<file path="config.mk">
export PLATFORM = sky130hd
export DESIGN_NAME = mem_port_master
export DESIGN_NICKNAME = d
export VERILOG_FILES = /design/src/rtl/mem_port_master.sv
export SDC_FILE = /design/constraint.sdc
export NUM_CORES = 1
export LEC_CHECK = 0
export ABC_CLOCK_PERIOD_IN_PS = 2400
export BUFFER_PORTS_ARGS = -buffer_cell sky130_fd_sc_hd__buf_2
export CAP_MARGIN = 20
export CORE_ASPECT_RATIO = 1.1
export CORE_MARGIN = 10
export CORE_UTILIZATION = 40
export DETAILED_ROUTE_END_ITERATION = 6
export PLACE_DENSITY = 0.7
export SLEW_MARGIN = 20
export SYNTH_ARGS = -nofsm -noshare
export SYNTH_HDL_FRONTEND = slang
export SYNTH_SLANG_ARGS = --single-unit
</file>
<file path="constraint.sdc">
create_clock -name clk -period 2.4 [get_ports clk]
set_clock_uncertainty 0.05 [all_clocks]
set_input_delay 0.6 -clock clk [delete_from_list [all_inputs] [get_ports clk]]
set_output_delay 0.6 -clock clk [all_outputs]
set_load 0.01 [all_outputs]
</file>
<file path="src/rtl/mem_port_master.sv">
// mem_port_master: fetch/LSU arbiter and initiator for the unified memory port.
// Ports: clk, rst (async active-low), if_* fetch side, d_* data side, mem_* memory side.
module mem_port_master #(
  parameter int DATA_OFFSET = 200,
  parameter int RD_LAT      = 1
) (
  input  logic        clk,
  input  logic        rst,
  input  logic        if_req,
  input  logic [11:0] if_addr,
  output logic        if_gnt,
  output logic        if_valid,
  output logic        if_err,
  output logic [31:0] if_instr,
  input  logic        d_req,
  input  logic        d_we,
  input  logic [1:0]  d_type,
  input  logic        d_sign,
  input  logic [11:0] d_addr,
  input  logic [31:0] d_wdata,
  output logic        d_gnt,
  output logic        d_valid,
  output logic        d_err,
  output logic [31:0] d_rdata,
  output logic        mem_read,
  output logic        mem_write,
  output logic        mem_sign,
  output logic [1:0]  mem_type,
  output logic [11:0] mem_addr,
  output logic [31:0] mem_wdata,
  input  logic [31:0] mem_rdata
);

  localparam logic [1:0] IDLE   = 2'd0;
  localparam logic [1:0] ACCESS = 2'd1;
  localparam logic [1:0] RESP   = 2'd2;

  localparam logic [11:0] OFFSET   = 12'(DATA_OFFSET);
  localparam logic [2:0]  LAT_LAST = 3'(RD_LAT - 1);

  logic [1:0]  state;
  logic [1:0]  typ;
  logic [11:0] addr;
  logic [31:0] wdata;
  logic        sign;
  logic        we;
  logic        src;
  logic        err;
  logic [2:0]  cnt;
  logic        rr;

  logic idle;
  logic acc;
  logic both;
  logic f_bad;
  logic d_bad;

  assign idle = rst && (state == IDLE);
  assign acc  = (state == ACCESS);
  assign both = if_req && d_req;

  // rr = 0 favours fetch, rr = 1 favours data on contention
  assign if_gnt = idle && if_req && !(d_req && rr);
  assign d_gnt  = idle && d_req && !(if_req && !rr);

  // alignment is judged on the address the core issued, not the physical one
  assign f_bad = (if_addr[1:0] != 2'b00);

  always_comb begin
    d_bad = 1'b0;
    unique case (d_type)
      2'd0:    d_bad = 1'b0;
      2'd1:    d_bad = d_addr[0];
      2'd2:    d_bad = (d_addr[1:0] != 2'b00);
      default: d_bad = 1'b1;
    endcase
  end

  always_ff @(posedge clk or negedge rst) begin
    if (!rst) begin
      state    <= IDLE;
      typ      <= 2'd0;
      addr     <= 12'd0;
      wdata    <= 32'd0;
      sign     <= 1'b0;
      we       <= 1'b0;
      src      <= 1'b0;
      err      <= 1'b0;
      cnt      <= 3'd0;
      rr       <= 1'b0;
      if_instr <= 32'd0;
      d_rdata  <= 32'd0;
    end else begin
      unique case (state)
        IDLE: begin
          if (if_gnt || d_gnt) begin
            src <= d_gnt;
            cnt <= LAT_LAST;
            if (both) rr <= ~rr;
            if (d_gnt) begin
              typ   <= d_type;
              addr  <= d_addr + OFFSET;
              wdata <= d_wdata;
              sign  <= d_sign;
              we    <= d_we;
              err   <= d_bad;
              state <= d_bad ? RESP : ACCESS;
            end else begin
              typ   <= 2'd2;
              addr  <= if_addr;
              wdata <= 32'd0;
              sign  <= 1'b0;
              we    <= 1'b0;
              err   <= f_bad;
              state <= f_bad ? RESP : ACCESS;
            end
          end
        end
        ACCESS: begin
          if (we) begin
            state <= RESP;
          end else if (cnt == 3'd0) begin
            state <= RESP;
            if (src) d_rdata <= mem_rdata;
            else     if_instr <= mem_rdata;
          end else begin
            cnt <= cnt - 3'd1;
          end
        end
        RESP:    state <= IDLE;
        default: state <= IDLE;
      endcase
    end
  end

  // strobes are decoded from state so an async reset drops them at once
  assign mem_read  = acc && !we;
  assign mem_write = acc && we;
  assign mem_sign  = acc && sign;
  assign mem_type  = acc ? typ : 2'd0;
  assign mem_addr  = acc ? addr : 12'd0;
  assign mem_wdata = (acc && we) ? wdata : 32'd0;

  assign if_valid = (state == RESP) && !src;
  assign d_valid  = (state == RESP) && src;
  assign if_err   = if_valid && err;
  assign d_err    = d_valid && err;

endmodule

</file>
# After elaboration in Yosys (flattened, before gate mapping)
# Index checks and enable logic that the tools add are counted.
[word_totals]
elab_cells = 79
inputBits = 96
out_inout_bits = 119
ff_bits = 120
[classes]
reduce_logical = 33
add_sub_neg = 2
muxes = 21
eq_ne = 8
bitwise_logic = 3
[op_table]
columns = ["cell", "count"]
rows = [
  ["$mux 32", 2],
  ["$mux 12", 2],
  ["$mux 2", 8],
  ["$logic_and 1x1->1", 15],
  ["$add 12x8->12 const B", 1],
  ["$reduce_and 4->1", 3],
  ["$mux 3", 3],
  ["$pmux 3 s2", 1],
  ["$reduce_bool 2->1", 3],
  ["$logic_not 1->1", 5],
  ["$eq 2x1->1 const B", 2],
  ["$eq 2x2->1 const B", 2],
  ["$logic_not 2->1", 2],
  ["$ne 2x2->1 const B", 2],
  ["$pmux 2 s2", 1],
  ["$reduce_and 2->1", 2],
  ["$logic_not 3->1", 1],
  ["$mux 1", 3],
  ["$ne 3x2->1 const B", 1],
  ["$not 1->1", 3],
  ["$pmux 1 s3", 1],
  ["$reduce_and 3->1", 1],
  ["$sub 3x1->3 const B", 1],
  ["$ne 2x1->1 const B", 1],
  ["$logic_or 1x1->1", 1],
]

# Depth between registers and ports, before layout
[logic_depth]
ltp_word = 7
mapped_depth = 7
mapped_depth_nobuf = 6

# Least setup slack after synthesis
# OpenSTA, ideal clock, no wires.
[synth_path]
path_type = "in2out"
from = "input rst"
to = "output d_gnt"
path_buffers = 2
cell_stages = 5
arrival_time_ns = 1.406
slack_ns = 0.344
path_cell_list = "nor3b_4 -> nand3_1 -> inv_2 -> buf_4 -> buf_4"
[synth_via]
elab_chain_len = 3
[synth_rtl]
columns = ["element", "line_no", "source"]
rows = [
  ["start: declaration", "8", "input logic rst,"],
  ["$logic_and 1x1->1", "58", "assign idle = rst && (state == IDLE);"],
  ["$logic_and 1x1->1 (2 in a row)", "64", "assign d_gnt = idle && d_req && !(if_req && !rr);"],
  ["end: declaration", "21", "output logic d_gnt,"],
]
# Every way passes these cells.

# Worst setup path after layout
[layout_path]
from = "register state[1]"
to = "output if_gnt"
[layout_via]
elab_chain_len = 4
[layout_rtl]
columns = ["element", "line_no", "source"]
rows = [
  ["start: declaration", "41", "logic [1:0] state;"],
  ["start signal: assignment", "107", "state <= d_bad ? RESP : ACCESS;"],
  ["start signal: assignment", "115", "state <= f_bad ? RESP : ACCESS;"],
  ["$logic_not 2->1", "58", ""],
  ["$logic_and 1x1->1", "58", ""],
  ["$logic_and 1x1->1 (2 in a row)", "63", "assign if_gnt = idle && if_req && !(d_req && rr);"],
  ["end: declaration", "11", "output logic if_gnt,"],
]
# Every way passes these cells.

==> results_dict.tcl <==
set metrics [dict create \
    drc 0 \
    h-tree-depth 4 \
    crit_type "reg -> out" \
    async_flop_share_pct 100 \
    worstSetupStartpointType "flip-flop" \
    min_period_ns 2.29 \
    ys_seq_area_share_pct 58.7 \
    grt_pass1_wl_um 23200 \
    die_height_um 139 \
    setup_viol 0 \
    diodes 0 \
    routed_wl_um 14400 \
    vias_per_cell 5.10 \
    pre_cts_ws_ns 0.295 \
    initial_utilization_pct 40.7 \
    grt_max_degree 121 \
    syn_nets 502 \
    nNetsFinal 718 \
    hp-class "in -> async" \
    cts_sinks 120 \
    ys_warn_count 0 \
    wl_met3_um 1230 \
    synth_top_family_by_area "multiplexers" \
    synth_adder_area_share_pct 0.733 \
    synth_compound_area_share_pct 10.2 \
    wl_per_cell_um 18.2 \
    gr-usage-all-layers_pct 16.2 \
    setup_tns_ns 0 \
    row_count 43 \
    fill_cells 1083 \
    crit_fanout 7 \
    ys_ff_latch 120 \
    synth_area_per_cell_um2 12.7 \
    die_area_um2 17700 \
    drive_gt1_share_pct 47.0 \
    drv_cap 0 \
    crit_arrival_ns 1.64 \
    wl_met1_um 6140 \
    detailed_place.area_um2 6390 \
    endpoint_kind "primary output" \
    power_mw 8.23 \
    cts.path.max_buffers 2 \
    hpwl_um 10500 \
    vias 4024 \
    numPortBuffers 214 \
    status "finished, final reports clean" \
    hold_viol 0 \
    clkTransAtPathRegs_ns 0.06 \
    register_area_um2 3010 \
    fin_area_um2 7050 \
    grt_pass1_vias 4364 \
    cts_buffers 17 \
    cp.required_ns 1.75 \
    ant_nets 0 \
    synthXorXnorAreaFrac_pct 0.856 \
    irDropWorstVdd_mv 0.727 \
    fin_ws_ns 0.113 \
    multiInputGateArea_um2 1990 \
    synth_cells 403 \
    max-slew-margin-rel_pct 58.8 \
    worstSkewPairLatency_ns 0.40 \
    first_pass_iters 4 \
    synth_edf_count 0 \
    layout_commonest_cell "buf_2" \
    tightest_slew_ns 0.618 \
    place_congestion 0.839 \
    cts_tree "yes" \
    max_freq_mhz 437 \
    detail_route.iter0.violations 198 \
    area_growth_pct 37.7 \
    num_io_pins 215 \
    post-route-period-util_pct 95.3 \
    synthSimpleGateAreaFrac_pct 12.3 \
    power_leakage_nw 3.68 \
    die_width_um 128 \
    ys.flop_type "dfrtp_1" \
    cts-root-buf "clkbuf_16" \
    syn_area_um2 5120 \
    rsz0062_at_grt "no" \
    layout_common_cells "buf_2 (213), dfrtp_1 (118), a22o_1 (36)" \
    highest_layer "met4" \
    drv_slew 0 \
    fin_util_pct 56.0 \
    synthMuxAreaShare_pct 14.5 \
    postCtsHoldBufs 0 \
    antenna_found_initial 0 \
    synthDistinctLibCells 39 \
    wl_met2_um 6820 \
    core_um2 12600 \
    p_per_area_nw_per_um2 1170 \
    overflow 0 \
]
==> worst max-delay path, cell delays in order (launching register included) <==
cell     delay [ns]
dfrtp_2        0.48
nor3b_4        0.23
buf_4          0.18
nand3_1        0.15
inv_1          0.08
buf_2          0.12
==> cell families after synthesis <==
kind of cell | count (synthesis)
AO/OA/AOI/OAI | 70
AND/OR/NAND/NOR | 107
flip-flops | 120
adder cells (fa/ha/maj) | 3
XOR/XNOR | 5
buffers and inverters | 32
multiplexers | 66
==> per-stage QoR <==
stage	std cells	hold WS [ns]
2_1_floorplan	403	0.254
3_3_place_gp	757	0.412
3_5_place_dp	757	0.423
4_1_cts	789	0.312
5_1_grt	789	0.336
6_report	789	0.301
==> power breakdown <==
| part | internal [mW] | leakage (nW) | switching [mW] | total [mW] |
|---|---|---|---|---|
| Sequential | 2.88 | 1.48 | 0.471 | 3.35 |
| Combinational | 1.09 | 1.90 | 1.09 | 2.18 |
| Clock | 1.77 | 0.303 | 0.923 | 2.70 |
| Total | 5.75 | 3.68 | 2.48 | 8.23 |
==> timing repair <==
item,CTS,global route
setup endpoints to repair,42,9
setup buffers,0,0
cloned,0,0
resized for setup,4,2
==> cell type report <==
cell class	count	area share, %
flip-flops and latches	120	42.6
multi-input cells	251	28.3
repair buffers	224	17.0
clock buffers	18	6.23
clock inverters	14	2.79
well taps	157	2.79
inverters	5	0.266
==> metal layers <==
metal	global-route usage, %	vias to the layer above
li1	-	1889
met1	19.5	1949
met2	25.4	173
met3	6.85	13
met4	5.28	0
met5	0	-
==> synth_stat cells (2+ instances only) <==
cell type	number	area share, %
inv_1	4	0.29
and2_1	18	2.2
nand2b_1	4	0.49
xnor2_1	3	0.51
o21ai_0	11	1.1
buf_2	12	1.2
nand2_1	22	1.6
and3_1	32	3.9
a22o_1	36	6.2
xor2_1	2	0.34
nand3_1	8	0.78
mux2i_1	2	0.39
nor2_1	9	0.66
a21oi_1	8	0.78
nor3b_4	2	0.73
o21a_1	2	0.29
a31oi_1	6	0.73
dfrtp_1	120	59
ha_1	3	0.73
buf_4	2	0.29
nor2b_1	2	0.24
mux2_1	32	7.0
mux2_2	32	7.0
clkbuf_1	13	0.95
nor3_1	4	0.39
==> registers in the layout, indices dropped and copies added (netlist names), 2 cells and up <==
register  flops
state         2
addr         12
cnt           3
if_instr     32
typ           2
d_rdata      32
wdata        32
==> final timing paths <==
kind | startpoint | to | slack [ns] | depth (start not counted)
hold / removal | rst | d_rdata[11]$_DFFE_PN0P_ | 0.30 | 2
setup reg to reg | state[1]$_DFFE_PN0P_ | addr[7]$_DFFE_PN0P_ | 0.53 | 5
min in group clk | mem_rdata[4] | d_rdata[4]$_DFFE_PN0P_ | 0.37 | 2
hold reg to reg | cnt[2]$_DFFE_PN0P_ | cnt[2]$_DFFE_PN0P_ | 0.43 | 1
max in group asynchronous | rst | state[1]$_DFFE_PN0P_ | 1.52 | 2
setup / recovery | state[1]$_DFFE_PN0P_ | if_gnt | 0.11 | 5
Power figures use the tool's default switching activity.
